## config.mk

```make
export PLATFORM = sky130hd
export DESIGN_NAME = morph_pass_sequencer
export DESIGN_NICKNAME = d
export VERILOG_FILES = /design/src/rtl/morph_pass_sequencer.sv
export SDC_FILE = /design/constraint.sdc
export NUM_CORES = 1
export LEC_CHECK = 0
export ABC_CLOCK_PERIOD_IN_PS = 2000
export BUFFER_PORTS_ARGS = -buffer_cell sky130_fd_sc_hd__buf_2
export CORE_MARGIN = 8
export CORE_UTILIZATION = 56
export DETAILED_ROUTE_END_ITERATION = 16
export PLACE_DENSITY = 0.86
export SETUP_SLACK_MARGIN = 0.05
export SYNTH_ARGS = -nofsm -noshare
export SYNTH_HDL_FRONTEND = slang
export SYNTH_SLANG_ARGS = --single-unit
```

## constraint.sdc

```tcl
create_clock -name clk -period 2 [get_ports clk]
set_input_delay 0.1 -clock clk [delete_from_list [all_inputs] [get_ports clk]]
set_output_delay 0.1 -clock clk [all_outputs]
set_load 0.02 [all_outputs]
```

## src/rtl/morph_pass_sequencer.sv

```systemverilog
// Multi-pass binary morphology sequencer: drives the row filter and ping-pongs the two frame banks.
// Optional feature: define LIVE_VIEW_EN to show every intermediate pass on the VGA scanout.
module morph_pass_sequencer #(
    parameter int PASS_CYCLES = 52,
    parameter int REPS_W      = 3
) (
    input  logic              clk,
    input  logic              rst,
    input  logic              go_i,
    input  logic              abort_i,
    input  logic [1:0]        op_mode_i,
    input  logic [REPS_W-1:0] reps_i,
    input  logic              kernel_sel_i,
    output logic              flt_start_o,
    output logic              flt_operator_o,
    output logic              flt_kernel_o,
    output logic              src_bank_o,
    output logic              dst_bank_o,
    output logic              disp_bank_o,
    output logic              busy_o,
    output logic              done_o,
    output logic [REPS_W:0]   pass_idx_o
);

    localparam int CNT_W = (PASS_CYCLES > 1) ? $clog2(PASS_CYCLES) : 1;
    localparam logic [CNT_W-1:0] CNT_LOAD = CNT_W'(PASS_CYCLES - 1);

    typedef enum logic [2:0] {
        IDLE,
        START,
        RUN,
        SWAP,
        DONE
    } state_t;

    state_t            state_q, state_d;
    logic [1:0]        mode_q, mode_d;
    logic              kernel_q, kernel_d;
    logic [REPS_W:0]   reps_eff_q, reps_eff_d;
    logic [REPS_W:0]   total_q, total_d;
    logic [REPS_W:0]   pass_idx_q, pass_idx_d;
    logic [CNT_W-1:0]  cnt_q, cnt_d;
    logic              op_q, op_d;
    logic              src_q, src_d;
    logic              disp_q, disp_d;
    logic              flt_start;
    logic              done;

    logic [REPS_W:0]   reps_in_eff;
    logic [REPS_W:0]   total_in;

    // A zero repetition count still runs one pass; open/close need two phases.
    assign reps_in_eff = (reps_i == '0) ? (REPS_W+1)'(1) : {1'b0, reps_i};
    assign total_in    = op_mode_i[1] ? {reps_in_eff[REPS_W-1:0], 1'b0} : reps_in_eff;

    // Open is erode then dilate, close is dilate then erode; the phase flips once idx reaches reps.
    function automatic logic op_select(input logic [1:0]      mode,
                                       input logic [REPS_W:0] idx,
                                       input logic [REPS_W:0] reps_eff);
        logic first_phase;
        first_phase = (idx < reps_eff);
        case (mode)
            2'b00:   op_select = 1'b1;
            2'b01:   op_select = 1'b0;
            2'b10:   op_select = first_phase;
            default: op_select = ~first_phase;
        endcase
    endfunction

    always_ff @(posedge clk or negedge rst) begin
        if (!rst) begin
            state_q    <= IDLE;
            mode_q     <= 2'b00;
            kernel_q   <= 1'b0;
            reps_eff_q <= '0;
            total_q    <= '0;
            pass_idx_q <= '0;
            cnt_q      <= '0;
            op_q       <= 1'b0;
            src_q      <= 1'b0;
            disp_q     <= 1'b0;
        end else begin
            state_q    <= state_d;
            mode_q     <= mode_d;
            kernel_q   <= kernel_d;
            reps_eff_q <= reps_eff_d;
            total_q    <= total_d;
            pass_idx_q <= pass_idx_d;
            cnt_q      <= cnt_d;
            op_q       <= op_d;
            src_q      <= src_d;
            disp_q     <= disp_d;
        end
    end

    // Abort takes precedence in every busy state and leaves both banks untouched.
    always_comb begin
        state_d    = state_q;
        mode_d     = mode_q;
        kernel_d   = kernel_q;
        reps_eff_d = reps_eff_q;
        total_d    = total_q;
        pass_idx_d = pass_idx_q;
        cnt_d      = cnt_q;
        op_d       = op_q;
        src_d      = src_q;
        disp_d     = disp_q;
        flt_start  = 1'b0;
        done       = 1'b0;

        case (state_q)
            IDLE: begin
                if (go_i) begin
                    mode_d     = op_mode_i;
                    kernel_d   = kernel_sel_i;
                    reps_eff_d = reps_in_eff;
                    total_d    = total_in;
                    pass_idx_d = '0;
                    op_d       = op_select(op_mode_i, '0, reps_in_eff);
                    state_d    = START;
                end
            end
            START: begin
                if (abort_i) begin
                    state_d = IDLE;
                end else begin
                    flt_start = 1'b1;
                    cnt_d     = CNT_LOAD;
                    state_d   = RUN;
                end
            end
            RUN: begin
                if (abort_i) begin
                    state_d = IDLE;
                end else if (cnt_q == '0) begin
                    state_d = SWAP;
                end else begin
                    cnt_d = cnt_q - 1'b1;
                end
            end
            SWAP: begin
                if (abort_i) begin
                    state_d = IDLE;
                end else begin
                    src_d = ~src_q;
`ifdef LIVE_VIEW_EN
                    disp_d = ~src_q;
`endif
                    if (pass_idx_q == total_q - 1'b1) begin
                        state_d = DONE;
                    end else begin
                        pass_idx_d = pass_idx_q + 1'b1;
                        op_d       = op_select(mode_q, pass_idx_q + 1'b1, reps_eff_q);
                        state_d    = START;
                    end
                end
            end
            DONE: begin
                if (abort_i) begin
                    state_d = IDLE;
                end else begin
                    done = 1'b1;
`ifndef LIVE_VIEW_EN
                    disp_d = src_q;
`endif
                    state_d = IDLE;
                end
            end
            default: begin
                state_d = IDLE;
            end
        endcase
    end

    assign flt_start_o    = flt_start;
    assign done_o         = done;
    assign flt_operator_o = op_q;
    assign flt_kernel_o   = kernel_q;
    assign src_bank_o     = src_q;
    assign dst_bank_o     = ~src_q;
    assign disp_bank_o    = disp_q;
    assign busy_o         = (state_q != IDLE);
    assign pass_idx_o     = pass_idx_q;

endmodule

```

## Yosys cells after proc, flatten, opt, wreduce, memory -nomap -nowiden

Index checks and enable logic that the tools add are counted.

| storage, ports and cells | value |
|---|---|
| bits in latches | 0 |
| memories kept | 0 |
| register bits after elaboration | 27 |
| output and inout port bits | 12 |
| logic and storage cells | 75 |
| ROM bits | 0 |
| bits of input ports | 10 |
| memory bits (writable) | 0 |

| operators by class | value |
|---|---|
| magnitude comparators | 2 |
| multiply operators | 0 |
| $add $sub $neg | 3 |
| div/mod/pow operators | 0 |
| reduce and logical (&&, ||, !) cells | 14 |
| multiplexer cells | 26 |
| bitwise operators | 4 |
| equal/unequal tests | 16 |
| shift-type cells | 0 |

Operators with widths:

| kind | number |
|---|---|
| 3-bit two-way mux | 6 |
| 6-bit two-way mux | 3 |
| 4-bit two-way mux | 4 |
| 2-bit != test, second input constant | 6 |
| 3-bit case mux with 4 select lines | 1 |
| 6-bit case mux with 2 select lines | 1 |
| 4-bit case mux with 2 select lines | 1 |
| 2-bit AND reduction | 4 |
| 4-bit AND reduction | 2 |
| 3-bit by 2-bit equality test with 1-bit output, second input constant | 2 |
| 3-bit logical NOT | 2 |
| 6-bit logical NOT | 1 |
| 1-bit two-way mux | 6 |
| 1-bit case mux with 3 select lines | 2 |
| 6-bit by 1-bit subtractor with 6-bit output, second input constant | 1 |
| 4-bit by 1-bit adder with 4-bit output, second input constant | 1 |
| 2-bit by 1-bit equality test with 1-bit output, second input constant | 2 |
| 2-bit equality test, second input constant | 2 |
| 4-bit equality test | 1 |
| 2-bit logical NOT | 2 |
| 4-bit < comparator | 1 |
| 1-bit NOT | 4 |
| 2-bit nonzero test | 2 |
| 4-bit by 1-bit subtractor with 4-bit output, second input constant | 1 |
| 7 further kinds | 7 |

## Logic depth before layout (Yosys ltp)

Gate-level depths: netlist (run 1).

| logic depth | value |
|---|---|
| depth after elaboration | 7 |
| depth in mapped cells | 7 |
| depth with buffers taken out | 7 |

## Worst setup path after synthesis (run 1)

OpenSTA, ideal clock, no wires.

| timing | value |
|---|---|
| path type | register to register |
| start point | register state_q[0] |
| end point | register disp_q (netlist: disp_bank_o) |
| required time | 1.875 ns |
| slack | 0.097 ns |
| data arrival time | 1.778 ns |
| stages on the path, launching flop included | 4 |
| path buffers | 1 |
| period minus slack after synthesis | 1.903 ns |
| setup time | 0.125 ns |
| cells stage by stage | dfrtp_1 > buf_4 > nor4b_1 > mux2_2 |

| between the ends | value |
|---|---|
| longest elaborated chain between the ends | 2 |

RTL lines:

| element | RTL line | RTL |
|---|---|---|
| start: declaration | 36 | `state_t state_q, state_d;` |
| start signal: assignment | 83 | `state_q <= state_d;` |
| 3-bit equality test | 111 | `case (state_q)` |
| 2-bit AND reduction (no line) | -- |  |
| end signal: assignment | 92 | `disp_q <= disp_d;` |
| end: declaration | 45 | `logic disp_q, disp_d;` |

Every way passes these cells.
A chain may end at the register's enable or synchronous reset.

## Worst setup path in the final report (run 1)

| timing | value |
|---|---|
| start point | register state_q[2] |
| end point | output port flt_start_o |

| between the ends | value |
|---|---|
| longest elaborated chain between the ends | 2 |

RTL lines:

| element | RTL line | RTL |
|---|---|---|
| 3-bit by 1-bit equality test with 1-bit output | 111 |  |
| 1-bit two-way mux | 111 |  |
| end: declaration | 14 | `output logic flt_start_o,` |

Every way passes these cells.

==> impl_results.md, run 1 <==
- Status: finished, final reports clean
- Largest net degree at the start of global routing: 27
- Post-Syn Nets: 164
- Synth Cell Area: 1465 sq um
- Die Span Y: 67.15 microns
- P&R area growth vs syn: 15.97%
- Row count: 18
- Fin crit share: 0.9533
- Die area: 4509 sq um
- Slowest-stage cell, CP: or4b_2
- CTS Buf Count: 3
- CTS Root Cell: clkbuf_4
- Number of global-route vias before repair: 1238
- Hpwl dp: 2233 microns
- Fin. max-slew vios: 0
- Die width: 67.15 microns
- Final hold slack: 0.01754 ns
- Final Total Pwr: 0.002276 W
- DRC violations left: 0
- Dominant cell by count in the synthesized netlist: dfrtp_1
- Wire length per cell: 14.31 microns
- Layout cells sized above 1: 0.2727
- Fin. Hold Viols: 0
- Min Tclk post-route: 1.907 ns
- Skew-Pair Late Insertion Delay: 0.33 ns
- Slew HR: 0.6188
- Port Buf Inserts: 21
- Worst Tran Pin Value: 0.5719 ns
- Clock slew at reported path FFs: 0.15 ns
- VDD IR max: 0.7711 mV
- Via/cell ratio: 5.621
- DRT Wirelength: 2948 microns
- Nets@finish: 193
- Finish-stage setup viols: 0
- Gate Count Post-Synth: 148
- ANT cells: 0
- Initial cell density of the core: 0.5914
- DRT iter0 DRCs: 59
- Fmax achieved: 524.5 MHz
- WP data arrival: 1.81 ns
- Max Clock Skew: 0.01258 ns
- CTS tree: yes
- Synth Warn #: 0
- H-tree depth: 1
- P_leak: 0.8256 nW
- CP Launch Type: flop
- Critical path class: reg2out
- Worst hold path class: in2reg
- Via count: 1158
- Crit path required time: 1.90 ns
- Clock Sinks: 26
- Post-synthesis sequential area ratio: 0.4441
- Initial antenna violation count: 0
- Crit-path max FO: 8
- DP Area: 1610 sq um
- Cell variety after synth: 40
- Total iterations of the first detailed-routing run: 4
- Post-synth top area share: 0.4441
- Largest cells by area after synthesis: dfrtp_1 (44%), ha_1 (5.1%), mux2_2 (4.6%), nand2_1 (4.4%), xor2_1 (4.2%)
- Max-Cap Viols: 0
- Synth cell count leaders: dfrtp_1 (26), nand2_1 (17), inv_1 (12)
- Crit-path cells: or4b_2 > inv_1 > buf_2
- GRT Resource Usage Total: 0.1472
- Ports: 22
- Post-synthesis register bit count: 26
- Critical path capture point type: primary output
- Avg Cell Area, Syn: 9.900 sq um
- Post-route insts no fill: 206
- GRT overflow: 0
- RSZ-0062 raised after global routing: true
- First-pass GRT wire length: 5319 microns
- Ys flop type: dfrtp_1
- Max Root-Sink Buffers: 2
- Synth area leader: dfrtp_1
- Post-route ant nets: 0
- Max incr delay on CP: 0.70 ns
- Pwr Density: 1340 nW/um^2
- Async set-reset flop share out of synthesis: 1.000
- Placed Cells incl. Taps: 199
- Gpl congestion: 0.9091
- Core area: 2477 sq um
- Setup_tns: 0 ns
- Post-synth EDFFs: 0
- Post-Layout Inst Area: 1699 sq um
metal layers:
layer  share of wire  vias to the layer above  global-route usage
li1                -                      573                   -
met1            0.45                      557              0.1727
met2            0.49                       20              0.2401
met3           0.041                        8             0.03477
met4           0.021                        0             0.08877
met5               0                        -                   0
per-stage QoR:
step | setup slack (ns) | util
after floorplan | 0.09743 | -
after global placement | 0.2749 | 0.6500
after detailed placement | 0.2089 | 0.6500
after CTS | 0.06924 | 0.6833
after global routing | 0.02691 | 0.6859
final | 0.09331 | 0.6859
registers in the layout, summed over array words and instances, names as in the netlist:
signal / count
pass_idx_o: 4
cnt_q: 6
disp_bank_o: 1
flt_kernel_o: 1
reps_eff_q: 3
src_bank_o: 1
mode_q: 2
state_q: 3
flt_operator_o: 1
total_q: 4
repair_timing:
action	CTS	global route
setup buffers	1	0
hold endpoints to repair	27	0
endpoints found under the setup margin	1	2
hold buffers	2	0
gates resized for setup	2	2
path summary, 6_finish.rpt:
path | startpoint | endpoint | slack, ns | cells after the start
max | state_q[2] | flt_start_o | 0.09 | 3
min | op_mode_i[1] | total_q[0] | 0.02 | 2
max reg2reg | pass_idx_o[0] | flt_operator_o | 0.17 | 7
min reg2reg | flt_operator_o | flt_operator_o | 0.50 | 2
max in group asynchronous | rst | state_q[1] | 1.32 | 2
min in group asynchronous | rst | src_bank_o | 0.27 | 2
cell type report:
class / count / area (sq um)
clock buffer: 3 / 22.52
clock inverter: 1 / 30.03
sequential: 26 / 654.4
fill: 175 / 778.2
inverter: 12 / 45.04
timing repair buffer: 28 / 162.7
tap: 30 / 37.54
multi-input combinational: 106 / 747.0
worst max-delay path, delay by kind of cell, from the launching register on:
family                 cells  cell delay, ns
AND/OR/NAND/NOR            1            0.70
buffers and inverters      2            0.29
flip-flops                 1            0.48
kinds of logic after synthesis:
kind of cell,count (synthesis),synth area share
AO/OA/AOI/OAI,26,0.1230
adder cells (fa/ha/maj),7,0.05892
buffers and inverters,16,0.04952
multiplexers,7,0.05294
AND/OR/NAND/NOR,54,0.1904
flip-flops,26,0.4441
XOR/XNOR,12,0.08112
cells in the final DEF, fill, tap and decap left out, types with 2 or more instances in the layout:
cell	count
a21o_1	2
and2_1	2
buf_2	21
buf_4	5
clkbuf_4	3
dfrtp_1	23
dfrtp_2	3
dlygate4sd3_1	2
ha_1	6
inv_1	12
mux2_2	6
nand2_1	17
nand3_1	4
nand3b_1	2
nand4_1	5
nor2_1	10
nor3_1	5
nor3b_1	3
o21ai_0	10
o31ai_1	2
o31ai_2	3
xnor2_1	4
xor2_1	7
power by group:
part,internal (W),total (W),leakage [nW],switching (W)
clock,0.000203,0.000364,0.0279,0.000161
sequential,0.000715,0.000864,0.316,0.000150
combinational,0.000456,0.00105,0.481,0.000592
total,0.00137,0.00228,0.826,0.000903
(Power assumes the default switching activity.)
==> run 2, diff against run 1 <==
- CORE_UTILIZATION: 56 -> 30
- PLACE_DENSITY: 0.86 -> 0.54
==> run 2 against run 1 <==
  * Via count decreased by 6.5%
  * Die area increased by 64%
  * Final cell count increased by 17%
  * Highest routed layer unchanged
  * Clock skew decreased by 0.0072 ns
  * Critical path depth unchanged
  * Total power increased by 1.9%
  * Sequential share of layout area decreased by 1.2 points
  * Core utilization decreased by 32 points
  * Register-to-register slack improved by 0.03 ns
  * Critical endpoint unchanged
==> impl_results.md, run 2 (synthesized netlist as in run 1, its figures left out) <==
- GRT overflow: 0 (unchanged)
- Number of global-route vias before repair: 1038 (-16%)
- Gpl congestion: 0.7690 (-15%)
- Hpwl dp: 2220 microns (-0.57%)
- Critical path capture point type: primary output
- Comb pwr share: 0.427 (-0.034)
- Most frequent cells in the layout: dfrtp_1 (24), buf_2 (21), nand2_1 (17)
- GRT Resource Usage Total: 0.08463 (-0.06259)
- Initial cell density of the core: 0.3102 (-0.2812)
- Final Total Pwr: 0.002319 W (+1.9%)
- Crit-path max FO: 10 (+2)
- Fmax achieved: 530.9 MHz (+1.2%)
- Fin crit share: 0.9418 (-0.01154)
- Total iterations of the first detailed-routing run: 4 (unchanged)
- Max-Cap Viols: 0 (unchanged)
- Wire length per cell: 12.15 microns (-15%)
- Seq pwr share: 0.381 (about the same)
- Min Tclk post-route: 1.884 ns (-0.02308 ns)
- CP Launch Type: flop
- Nets@finish: 191 (-1.0%)
- Final hold slack: 0.04585 ns (+0.02831 ns)
- Die width: 85.89 microns (+28%)
- P_leak: 0.8253 nW (about the same)
- Fin. max-slew vios: 0 (unchanged)
- Status: finished, final reports clean
- Critical Path Source: state_q[1]
- Clock slew at reported path FFs: 0.10 ns (-0.05 ns)
- WP data arrival: 1.78 ns (-0.03 ns)
- Post-Route M1 WL: 1532 microns (+16%)
- CTS Root Cell: clkbuf_8
- Layout cells sized above 1: 0.2586 (-0.01411)
- Ports: 22 (unchanged)
- Row count: 25 (+7)
- Crit path required time: 1.90 ns (about the same)
- Finish-stage setup viols: 0 (unchanged)
- DRC violations left: 0 (unchanged)
- Sw power: 0.0008953 W (-0.85%)
- Skew-Pair Late Insertion Delay: 0.27 ns (-0.06 ns)
- ANT cells: 0 (unchanged)
- Worst reg2reg path depth: 6 (-1)
- CTS Buf Count: 3 (unchanged)
- Post-route ant nets: 0 (unchanged)
- Sw Share: 0.3860 (-0.01065)
- Via/cell ratio: 4.494 (-20%)
- VDD IR max: 0.5598 mV (-27%)
- Max Root-Sink Buffers: 2 (unchanged)
- Fin. Hold Viols: 0 (unchanged)
- DP Area: 1657 sq um (+2.9%)
- Setup_tns: 0 ns (unchanged)
- Most common cell after layout, fill and taps aside: dfrtp_1
- Most flops, register: cnt_q
- Slew HR: 0.6102 (-0.008577)
- Critical Path Sink: flt_start_o
- Clock Sinks: 26 (unchanged)
- CTS tree: yes
- DRT iter0 DRCs: 46 (-22%)
- Die area: 7376 sq um (+64%)
- Worst Tran Pin Value: 0.5847 ns (+0.01287 ns)
- Post-Layout Inst Area: 1749 sq um (+2.9%)
- P&R area growth vs syn: 19.39%
- Die Span Y: 85.89 microns (+28%)
- Core area: 4723 sq um (+91%)
- Worst hold path class: in2reg
- Max FFs per register: 6 (unchanged)
- Via count: 1083 (-6.5%)
- Worst flop-to-flop path endpoint: flt_operator_o
- Met2 WL: 1307 microns (-9.4%)
- Critical path class: reg2out
- Clock Power Share: 0.192 (+0.032)
- Pwr Density: 1326 nW/um^2 (-1.0%)
- DRT Wirelength: 2927 microns (-0.71%)
- RSZ-0062 raised after global routing: true
- Port Buf Inserts: 21 (unchanged)
- H-tree depth: 1 (unchanged)
- Worst R2R Start: pass_idx_o[0]
- First-pass GRT wire length: 5078 microns (-4.5%)
- Initial antenna violation count: 0 (unchanged)
- Max Clock Skew: 0.005416 ns (-0.007159 ns)
- P_int: 0.001424 W (+3.7%)
- FF-to-FF setup slack: 0.20 ns (+0.03 ns)
- Largest net degree at the start of global routing: 27 (unchanged)
- DR top layer: met4
- DR WL met3: 60 microns (-51%)
run 2: timing repair:
action	in CTS	in global routing
setup endpoints to repair	0	2
hold buffers	1	0
hold endpoints to repair	26	0
buffers inserted	0	0
gates resized for setup	0	3
run 2: layout make-up:
type / count / area [sq um]
Inverter: 12 / 45.04
Sequential cell: 26 / 653.1
Clock inverter: 1 / 30.03
Multi-Input combinational cell: 106 / 750.7
Tap cell: 67 / 83.83
Clock buffer: 3 / 41.29
Fill cell: 479 / 2974
Timing Repair Buffer: 26 / 145.1
run 2: through the flow:
step / cells / worst slack (ns) / utilization
3_3_place_gp: 236 / 0.2369 / 0.3507
3_5_place_dp: 236 / 0.2154 / 0.3507
2_1_floorplan: 148 / 0.09743 / -
6_report: 241 / 0.1164 / 0.3703
5_1_grt: 241 / 0.04184 / 0.3703
4_1_cts: 241 / 0.06378 / 0.3679
run 2: worst min-delay path by stage:
stage	from	end	cells past startpoint
after floorplan	rst	cnt_q[0]	0
after global placement	rst	cnt_q[2]	1
after detailed placement	rst	cnt_q[3]	1
after CTS	kernel_sel_i	flt_kernel_o	2
after global routing	kernel_sel_i	flt_kernel_o	2
final	kernel_sel_i	flt_kernel_o	2
run 2: power by group through the flow:
stage / combinational (W) / sequential, W / clock [W]
floorplan: 0.000749 / 0.000874 / 0
global placement: 0.000975 / 0.000885 / 0
detailed placement: 0.000978 / 0.000893 / 0
CTS: 0.000984 / 0.000881 / 0.000461
global route: 0.00112 / 0.000915 / 0.000480
finish: 0.000991 / 0.000883 / 0.000445
run 2: layer usage:
layer | track usage | vias up
met5 | 0 | -
met4 | 0.03344 | 0
met3 | 0.01910 | 2
met2 | 0.1246 | 10
met1 | 0.1156 | 507
li1 | - | 564
run 2: critical path, cell delays in order, from the launching register on:
cell and delay, ns:
dfrtp_2 0.48, or4b_2 0.73, inv_1 0.12, buf_2 0.17
==> run 3, diff against run 2 <==
==> constraint.sdc (replaced) <==
create_clock -name clk -period 2 [get_ports clk]
set_input_delay 0.2 -clock clk [delete_from_list [all_inputs] [get_ports clk]]
set_output_delay 0.2 -clock clk [all_outputs]
set_load 0.02 [all_outputs]
==> run 3 against run 2 <==
  * Sequential power fell by 3.7%
  * Clock power barely moved
  * Global-route usage rose by 0.060 points
  * Register-to-register slack got worse by 0.02 ns
  * Clock skew fell by 0.00097 ns
  * Largest cell class unchanged
  * Highest routed layer unchanged
==> impl_results.md, run 3 (synthesized netlist as in run 1, its figures left out) <==
- Clock Sinks: 26 (unchanged)
- Finish-stage setup viols: 0 (unchanged)
- Placed Cells incl. Taps: 236 (unchanged)
- Crit-path cells: or4b_2 > inv_1 > buf_2
- First-pass GRT wire length: 5119 microns (+0.81%)
- Fmax achieved: 529.0 MHz (-0.36%)
- CP Launch Type: flop
- Post-Route M1 WL: 1551 microns (+1.2%)
- Max FFs per register: 6 (unchanged)
- CTS Buf Count: 3 (unchanged)
- Crit path required time: 1.80 ns (-0.10 ns)
- DRT iter0 DRCs: 50 (+8.7%)
- Max-Cap Viols: 0 (unchanged)
- Most common cell after layout, fill and taps aside: dfrtp_1
- Die Span Y: 85.89 microns (unchanged)
- Worst hold path class: in2reg
- Most flops, register: cnt_q
- P&R area growth vs syn: 22.03%
- Critical path capture point type: primary output
- Layout cells sized above 1: 0.2849 (+0.02630)
- Worst hold start: kernel_sel_i
- Clock slew at reported path FFs: 0.10 ns (about the same)
- RSZ-0062 raised after global routing: true
- GRT overflow: 0 (unchanged)
- VDD IR max: 0.6017 mV (+7.5%)
- Initial antenna violation count: 0 (unchanged)
- Core area: 4723 sq um (unchanged)
- Final core occ: 0.3785 (+0.008212)
- Crit-path max FO: 3 (-7)
- DR top layer: met4
- Worst flop-to-flop path endpoint: pass_idx_o[3]
- Min Tclk post-route: 1.890 ns (+0.006802 ns)
- Worst Tran Pin Value: 0.5857 ns (+0.0009488 ns)
- Fin crit share: 0.9452 (+0.003401)
- Worst R2R Start: state_q[1]
- Max incr delay on CP: 0.72 ns (about the same)
- Row count: 25 (unchanged)
- Max Clock Skew: 0.004442 ns (-0.0009745 ns)
- Critical path class: reg2out
- DRC violations left: 0 (unchanged)
- Clock Power Share: 0.187 (-0.005)
- Sw Share: 0.3813 (-0.004711)
- P_int: 0.001468 W (+3.1%)
- Worst Hold Depth: 2 (unchanged)
- Via count: 1107 (+2.2%)
- Nets@finish: 196 (+2.6%)
- H-tree depth: 1 (unchanged)
- Setup_tns: 0 ns (unchanged)
- Ports: 22 (unchanged)
- Hold path endpoint: flt_kernel_o
- Number of global-route vias before repair: 1040 (+0.19%)
- Slew HR: 0.6095 (-0.0006330)
- Pwr Density: 1327 nW/um^2 (about the same)
- Register area: 654.4 sq um (+0.19%)
- FF-to-FF setup slack: 0.18 ns (-0.02 ns)
- Final hold slack: 0.1466 ns (+0.1007 ns)
- Initial cell density of the core: 0.3102 (unchanged)
- Via/cell ratio: 4.500 (+0.14%)
- Most frequent cells in the layout: dfrtp_1 (23), buf_2 (21), nand2_1 (17)
- Fin. max-slew vios: 0 (unchanged)
- Multi-input logic area: 750.7 sq um (unchanged)
- Slowest-stage cell, CP: or4b_2
- DRT Wirelength: 2953 microns (+0.89%)
- Status: finished, final reports clean
- Post-route ant nets: 0 (unchanged)
- Seq pwr share: 0.358 (-0.023)
- Max Root-Sink Buffers: 2 (unchanged)
- DR WL met3: 60 microns (unchanged)
- CTS tree: yes
- Sw power: 0.0009045 W (+1.0%)
- Hpwl dp: 2220 microns (unchanged)
- Worst reg2reg path depth: 6 (unchanged)
- GRT Resource Usage Total: 0.08523 (+0.0005988)
- Met2 WL: 1315 microns (+0.61%)
- Post-route insts no fill: 246 (+2.1%)
- Total iterations of the first detailed-routing run: 4 (unchanged)
- Die width: 85.89 microns (unchanged)
- P_leak: 0.8494 nW (+2.9%)
- Port Buf Inserts: 21 (unchanged)
- Wire length per cell: 12.00 microns (-1.2%)
- WP data arrival: 1.69 ns (-0.09 ns)
- Largest net degree at the start of global routing: 27 (unchanged)
- Skew-Pair Late Insertion Delay: 0.27 ns (about the same)
- ANT cells: 0 (unchanged)
- Die area: 7376 sq um (unchanged)
- Fin. Hold Viols: 0 (unchanged)
- Comb pwr share: 0.454 (+0.027)
- CTS Root Cell: clkbuf_8
- Final Total Pwr: 0.002372 W (+2.3%)
- Gpl congestion: 0.7690 (unchanged)
- Fill cells: 482 (+0.63%)
-- run 3: power by group through the flow --
stage / clock network (W) / registers [W] / logic [W]
final: 0.000444 / 0.000850 / 0.00108
after global routing: 0.000480 / 0.000880 / 0.00121
after CTS: 0.000461 / 0.000863 / 0.00102
after detailed placement: 0 / 0.000893 / 0.000978
after global placement: 0 / 0.000885 / 0.000975
after floorplan: 0 / 0.000874 / 0.000749
-- run 3: worst max-delay path: cells and delay by family (launching register included) --
family        cells  cell delay, ns
simple gates      1            0.72
flops             1            0.41
buf+inv           2            0.29
-- run 3: final cells by class --
type | instances | share of cell area
Sequential cell | 26 | 0.3660
Clock inverter | 1 | 0.01680
Inverter | 12 | 0.02519
Tap cell | 67 | 0.04689
Multi-Input combinational cell | 106 | 0.4199
Timing Repair Buffer | 31 | 0.1022
Clock buffer | 3 | 0.02309
-- run 3: through the flow --
stage | area (sq um) | setup WS (ns)
floorplan | 1465 | 0.09743
global placement | 1657 | 0.2369
detailed placement | 1657 | 0.2154
CTS | 1757 | 0.07859
global route | 1788 | 0.03725
finish | 1788 | 0.1096
-- run 3: how the worst max path moves through the flow --
stage               start  cells past startpoint       endpoint
2_1_floorplan  state_q[0]                      3    disp_bank_o
3_3_place_gp   total_q[0]                      6     state_q[0]
3_5_place_dp   total_q[0]                      8  pass_idx_o[2]
4_1_cts        state_q[0]                      3    flt_start_o
5_1_grt        state_q[1]                      3    flt_start_o
6_report       state_q[1]                      3    flt_start_o
-- run 3: what timing repair did --
action,CTS,global route
pin swaps,0,0
endpoints found under the setup margin,1,2
setup buffers,2,3
gates resized for setup,3,1
endpoints found under the hold margin,26,0
hold buffers,1,0
-- run 3: routing by layer --
metal | global-route usage | up-vias
li1 | - | 573
met3 | 0.01910 | 2
met4 | 0.03344 | 0
met2 | 0.1253 | 10
met5 | 0 | -
met1 | 0.1168 | 522
